## config.mk

```make
export PLATFORM = sky130hd
export DESIGN_NAME = alu_seq_exec
export DESIGN_NICKNAME = d
export VERILOG_FILES = /design/src/rtl/alu_pkg.sv /design/src/rtl/alu_mul_iter.sv /design/src/rtl/alu_seq_exec.sv
export SDC_FILE = /design/constraint.sdc
export NUM_CORES = 1
export LEC_CHECK = 0
export ABC_AREA = 1
export BUFFER_PORTS_ARGS = -buffer_cell sky130_fd_sc_hd__buf_2
export CELL_PAD_IN_SITES_DETAIL_PLACEMENT = 1
export CELL_PAD_IN_SITES_GLOBAL_PLACEMENT = 1
export CORE_MARGIN = 2
export CORE_UTILIZATION = 47
export DETAILED_ROUTE_END_ITERATION = 10
export PLACE_DENSITY = 0.95
export SLEW_MARGIN = 20
export SYNTH_ARGS = -nofsm -noshare
export SYNTH_HDL_FRONTEND = slang
export SYNTH_SLANG_ARGS = --single-unit
export TNS_END_PERCENT = 10
```

## constraint.sdc

```tcl
create_clock -name clk -period 5.75 [get_ports clk]
set_clock_uncertainty 0.05 [all_clocks]
set_input_delay 1.15 -clock clk [delete_from_list [all_inputs] [get_ports clk]]
set_output_delay 1.15 -clock clk [all_outputs]
set_load 0.005 [all_outputs]
```

## src/rtl/alu_pkg.sv

```systemverilog
// Shared ALU opcodes, FSM state encoding and the single-cycle result helper
// used by alu_seq_exec.
package alu_pkg;

   localparam logic [2:0] ALU_AND = 3'b000;
   localparam logic [2:0] ALU_OR  = 3'b001;
   localparam logic [2:0] ALU_ADD = 3'b010;
   localparam logic [2:0] ALU_SUB = 3'b100;
   localparam logic [2:0] ALU_SLT = 3'b110;
   localparam logic [2:0] ALU_MUL = 3'b101;

   typedef enum logic {
      ST_IDLE = 1'b0,
      ST_MUL  = 1'b1
   } state_e;

endpackage

```

## src/rtl/alu_mul_iter.sv

```systemverilog
// Iterative shift-add multiplier datapath: one partial product per step.
// With ALU_MUL_EARLY_TERM_EN defined, the last step is flagged as soon as the remaining multiplier is zero.
module alu_mul_iter #(
   parameter int WIDTH = 32,
   parameter int CNT_W = $clog2(WIDTH) + 1
) (
   input  logic             clk,
   input  logic             rst_n,
   input  logic             start_i,
   input  logic             step_i,
   input  logic [WIDTH-1:0] mcand_i,
   input  logic [WIDTH-1:0] mplier_i,
   output logic [WIDTH-1:0] acc_next_o,
   output logic             last_o
);

   logic [WIDTH-1:0] mcand_q, mcand_d;
   logic [WIDTH-1:0] mplier_q, mplier_d;
   logic [WIDTH-1:0] acc_q, acc_d;
   logic [CNT_W-1:0] cnt_q, cnt_d;
   logic [WIDTH-1:0] mplier_shift;

   always_ff @(posedge clk or negedge rst_n) begin
      if (!rst_n) begin
         mcand_q  <= '0;
         mplier_q <= '0;
         acc_q    <= '0;
         cnt_q    <= '0;
      end else begin
         mcand_q  <= mcand_d;
         mplier_q <= mplier_d;
         acc_q    <= acc_d;
         cnt_q    <= cnt_d;
      end
   end

   // acc_next_o already includes this step's partial product, so the owner can latch it on the last edge.
   always_comb begin
      acc_next_o   = acc_q + (mplier_q[0] ? mcand_q : '0);
      mplier_shift = mplier_q >> 1;
`ifdef ALU_MUL_EARLY_TERM_EN
      last_o = (cnt_q == CNT_W'(WIDTH - 1)) || (mplier_shift == '0);
`else
      last_o = (cnt_q == CNT_W'(WIDTH - 1));
`endif
   end

   always_comb begin
      mcand_d  = mcand_q;
      mplier_d = mplier_q;
      acc_d    = acc_q;
      cnt_d    = cnt_q;
      if (start_i) begin
         mcand_d  = mcand_i;
         mplier_d = mplier_i;
         acc_d    = '0;
         cnt_d    = '0;
      end else if (step_i) begin
         mcand_d  = mcand_q << 1;
         mplier_d = mplier_shift;
         acc_d    = acc_next_o;
         cnt_d    = cnt_q + CNT_W'(1);
      end
   end

endmodule

```

## src/rtl/alu_seq_exec.sv

```systemverilog
// Execute-stage ALU: single-cycle logic/arith ops plus a stalling iterative MUL.
// Optional build macro ALU_MUL_EARLY_TERM_EN enables early multiply termination.
module alu_seq_exec
   import alu_pkg::*;
#(
   parameter int WIDTH = 32,
   parameter int CNT_W = $clog2(WIDTH) + 1
) (
   input  logic             clk,
   input  logic             rst_n,
   input  logic             in_valid,
   output logic             in_ready,
   input  logic [2:0]       ALUControl,
   input  logic [WIDTH-1:0] SrcA,
   input  logic [WIDTH-1:0] SrcB,
   output logic             out_valid,
   output logic [WIDTH-1:0] ALUResult,
   output logic             Zero,
   output logic             busy
);

   state_e           state_q, state_d;
   logic [WIDTH-1:0] result_q, result_d;
   logic             zero_q, zero_d;
   logic             out_valid_q, out_valid_d;
   logic [WIDTH-1:0] single_res;
   logic [WIDTH-1:0] mul_acc_next;
   logic             mul_last;
   logic             mul_start, mul_step;
   logic             accept, is_mul;

   assign accept = in_valid && in_ready;
   assign is_mul = (ALUControl == ALU_MUL);

   alu_mul_iter #(
      .WIDTH (WIDTH),
      .CNT_W (CNT_W)
   ) u_mul (
      .clk        (clk),
      .rst_n      (rst_n),
      .start_i    (mul_start),
      .step_i     (mul_step),
      .mcand_i    (SrcA),
      .mplier_i   (SrcB),
      .acc_next_o (mul_acc_next),
      .last_o     (mul_last)
   );

   always_ff @(posedge clk or negedge rst_n) begin
      if (!rst_n) begin
         state_q     <= ST_IDLE;
         result_q    <= '0;
         zero_q      <= 1'b0;
         out_valid_q <= 1'b0;
      end else begin
         state_q     <= state_d;
         result_q    <= result_d;
         zero_q      <= zero_d;
         out_valid_q <= out_valid_d;
      end
   end

   always_comb begin
      state_d = state_q;
      case (state_q)
         ST_IDLE: if (accept && is_mul) state_d = ST_MUL;
         ST_MUL:  if (mul_last) state_d = ST_IDLE;
         default: state_d = ST_IDLE;
      endcase
   end

   always_comb begin
      in_ready  = 1'b0;
      busy      = 1'b0;
      mul_start = 1'b0;
      mul_step  = 1'b0;
      case (state_q)
         ST_IDLE: begin
            in_ready  = 1'b1;
            mul_start = accept && is_mul;
         end
         ST_MUL: begin
            busy     = 1'b1;
            mul_step = 1'b1;
         end
         default: ;
      endcase
   end

   // Unlisted codes (011, 111) fall through to ADD.
   always_comb begin
      case (ALUControl)
         ALU_AND: single_res = SrcA & SrcB;
         ALU_OR:  single_res = SrcA | SrcB;
         ALU_SUB: single_res = SrcA - SrcB;
         ALU_SLT: single_res = {{(WIDTH-1){1'b0}}, ($signed(SrcA) < $signed(SrcB))};
         default: single_res = SrcA + SrcB;
      endcase
   end

   always_comb begin
      result_d    = result_q;
      zero_d      = zero_q;
      out_valid_d = 1'b0;
      if (state_q == ST_IDLE && accept && !is_mul) begin
         result_d    = single_res;
         zero_d      = (single_res == '0);
         out_valid_d = 1'b1;
      end else if (state_q == ST_MUL && mul_last) begin
         result_d    = mul_acc_next;
         zero_d      = (mul_acc_next == '0);
         out_valid_d = 1'b1;
      end
   end

   assign ALUResult = result_q;
   assign Zero      = zero_q;
   assign out_valid = out_valid_q;

endmodule

```

==> qor.yml <==
slew_violations: 0
drtIter0Drc: 1949
start_kind: "input pin"
endpoint_kind: "flip-flop"
status: "finished clean"
postLayoutCellArea_sq_mm: 0.01641
hp-class: "reg -> reg"
cts_resized: 0
hold-worst-slack_ns: 0.4640
slew_headroom: 0.4116
critPathArrivalTime_ns: 4.39
place_inst: 2941
synth_nets: 2711
p_leak_nw: 9.251
synth_ff_type: "dfrtp_1"
p_per_area_mw_per_mm2: 288.8
cts-root-buf: "clkbuf_16"
totalWireLength_microns: 70290
cts_setup_buffers: 0
drive_above_1_share: 0.08479
grt_usage: 0.4195
grt_pass1_vias: 19380
syn_to_final_growth_pct: 8.773
grt_max_degree: 86
fmax_mhz: 246.0
tns_ns: 0
yosys_warnings: 0
utilization: 0.5201
numPortBuffers: 105
setup_viol: 0
syn_area_per_cell_sq_um: 6.012
max_cap_violations: 0
rsz0062_at_grt: "false"
antenna_found_initial: 0
hold_violations: 0
die_area_sq_mm: 0.03355
setup_ws_ns: 1.685
r2r_start: "u_mul.mplier_q[0]"
drcViolationCount: 0
place_worst_setup_slack_ns: 1.630
syn_area_sq_mm: 0.01509
core_area_sq_mm: 0.03156
overflow: 0
grt_pass1_wl_microns: 108900
clockBufferDepth: 2
dieWidth_microns: 183.2
period_needed_ns: 4.065
netlist-cell-type-count: 48
viasPerCell: 6.196
fin_crit_sh: 0.7070
tightest_slew_ns: 0.8826
clk_latency_ns: 0.45
htreeDepth: 4
clock-sinks: 137
ys_seq_area_frac: 0.2272
start_util: 0.4782
instances_no_fill: 2974
cts_tree: "yes"
r2r_cells: 19
num_rows: 65
crit_end: "Zero"
numCtsBuffers: 17
p_total_mw: 4.740
postSynthCellCount: 2510
ant_nets: 0
synth_enable_flop_cells: 0
ir_drop_mv: 0.1602
crit_fanout: 7
hpwl_microns: 51570
min_path_cells: 1
postPlaceCellArea_sq_mm: 0.01578
drtPass1Iterations: 6
gp_congestion: 1.070
ios: 106
critPathKind: "in -> reg"
async_flop_share: 1.000
final_cell_mix: "nand2_1 (828), inv_1 (469), nand3_1 (221), nor2_1 (194), dfrtp_1 (136)"
clkSlewWorstSetupHoldPaths_ns: 0.07
dr_total_vias: 18430
critPathRequiredTime_ns: 6.07
die_y_microns: 183.2
crit_path_start: "SrcB[2]"
layout_commonest_cell: "nand2_1"
rrSetupSlack_ns: 1.79
ys_ff_latch: 137
ctsHoldBuffers: 0
r2r-end: "Zero"
fin_nets: 2759
wl_per_cell_microns: 23.64
-- Yosys cell counts, drive strengths merged, types with 4 or more instances --
| library cell | n | area, sq um |
|---|---|---|
| nand2 | 843 | 3204 |
| inv | 486 | 1827 |
| nand3 | 230 | 1191 |
| nor2 | 211 | 849.6 |
| dfrtp | 137 | 3428 |
| ha | 128 | 1602 |
| a21oi | 84 | 465.5 |
| o21ai | 73 | 365.4 |
| buf | 52 | 286.5 |
| o221ai | 50 | 437.9 |
| o211ai | 43 | 322.8 |
| nand4 | 42 | 269.0 |
| clkbuf | 30 | 113.9 |
| nor3 | 24 | 140.1 |
| o22ai | 15 | 93.84 |
| nand3b | 12 | 90.09 |
| o21bai | 9 | 67.56 |
| xnor2 | 6 | 52.55 |
| xor2 | 6 | 52.55 |
| and2 | 5 | 32.53 |
| clkinv | 4 | 16.26 |
| nor4 | 4 | 25.02 |
-- worst max-delay path, stage by stage --
cell	delay, ns
buf_2	0.10
inv_1	0.08
ha_1	0.47
nand2_1	0.13
nand2_1	0.17
inv_2	0.07
nand2_1	0.18
nand2_1	0.12
nand2_1	0.19
nand2_1	0.08
nand3_1	0.07
nand4_1	0.31
nor2_1	0.21
nand2_1	0.10
nor2_1	0.24
nand3_1	0.18
nor2_1	0.21
nand3_1	0.14
a21oi_2	0.16
-- worst min path at each step --
stage,start,endpoint,slack (ns)
after floorplan,u_mul.cnt_q[5],u_mul.cnt_q[5],0.39
final,u_mul.cnt_q[4],u_mul.cnt_q[4],0.46
after detailed placement,ALUResult[1],ALUResult[1],0.44
after CTS,u_mul.mplier_q[2],u_mul.mplier_q[1],0.46
after global placement,u_mul.cnt_q[5],u_mul.cnt_q[5],0.41
after global routing,u_mul.cnt_q[4],u_mul.cnt_q[4],0.48
-- sequential cells by signal, indices dropped and copies added (netlist names) --
name            cells
ALUResult          32
u_mul.acc_q        32
u_mul.mcand_q      32
u_mul.mplier_q     32
u_mul.cnt_q         6
Zero                1
out_valid           1
state_q             1
-- layer usage --
layer,GRT usage,wire length [microns]
met2,0.7006,32630
met3,0.09472,6364
met5,0,0
met1,0.4870,26230
met4,0.2662,5064
-- area by class of cell --
| type | instances | area [sq um] |
|---|---|---|
| tap | 402 | 503.0 |
| clock buffer | 19 | 432.9 |
| multi-input combinational | 1801 | 9433 |
| timing repair buffer | 111 | 576.8 |
| fill | 4464 | 15140 |
| clock inverter | 13 | 191.4 |
| sequential | 137 | 3430 |
| inverter | 490 | 1844 |
| antenna | 1 | 2.502 |
-- kinds of logic after synthesis --
logic type,Yosys count,share of synthesized area
AO/OA/AOI/OAI,285,0.1216
XOR/XNOR,12,0.006965
adder cells (fa/ha/maj),131,0.1101
buffers and inverters,572,0.1487
flip-flops,137,0.2272
AND/OR/NAND/NOR,1373,0.3854
-- where the power goes --
group          leakage, nW  internal [mW]  switching (mW)
clock network        0.295          0.731           0.499
registers             1.80           1.23           0.256
logic                 7.16          0.605            1.42
(Power assumes the default switching activity.)
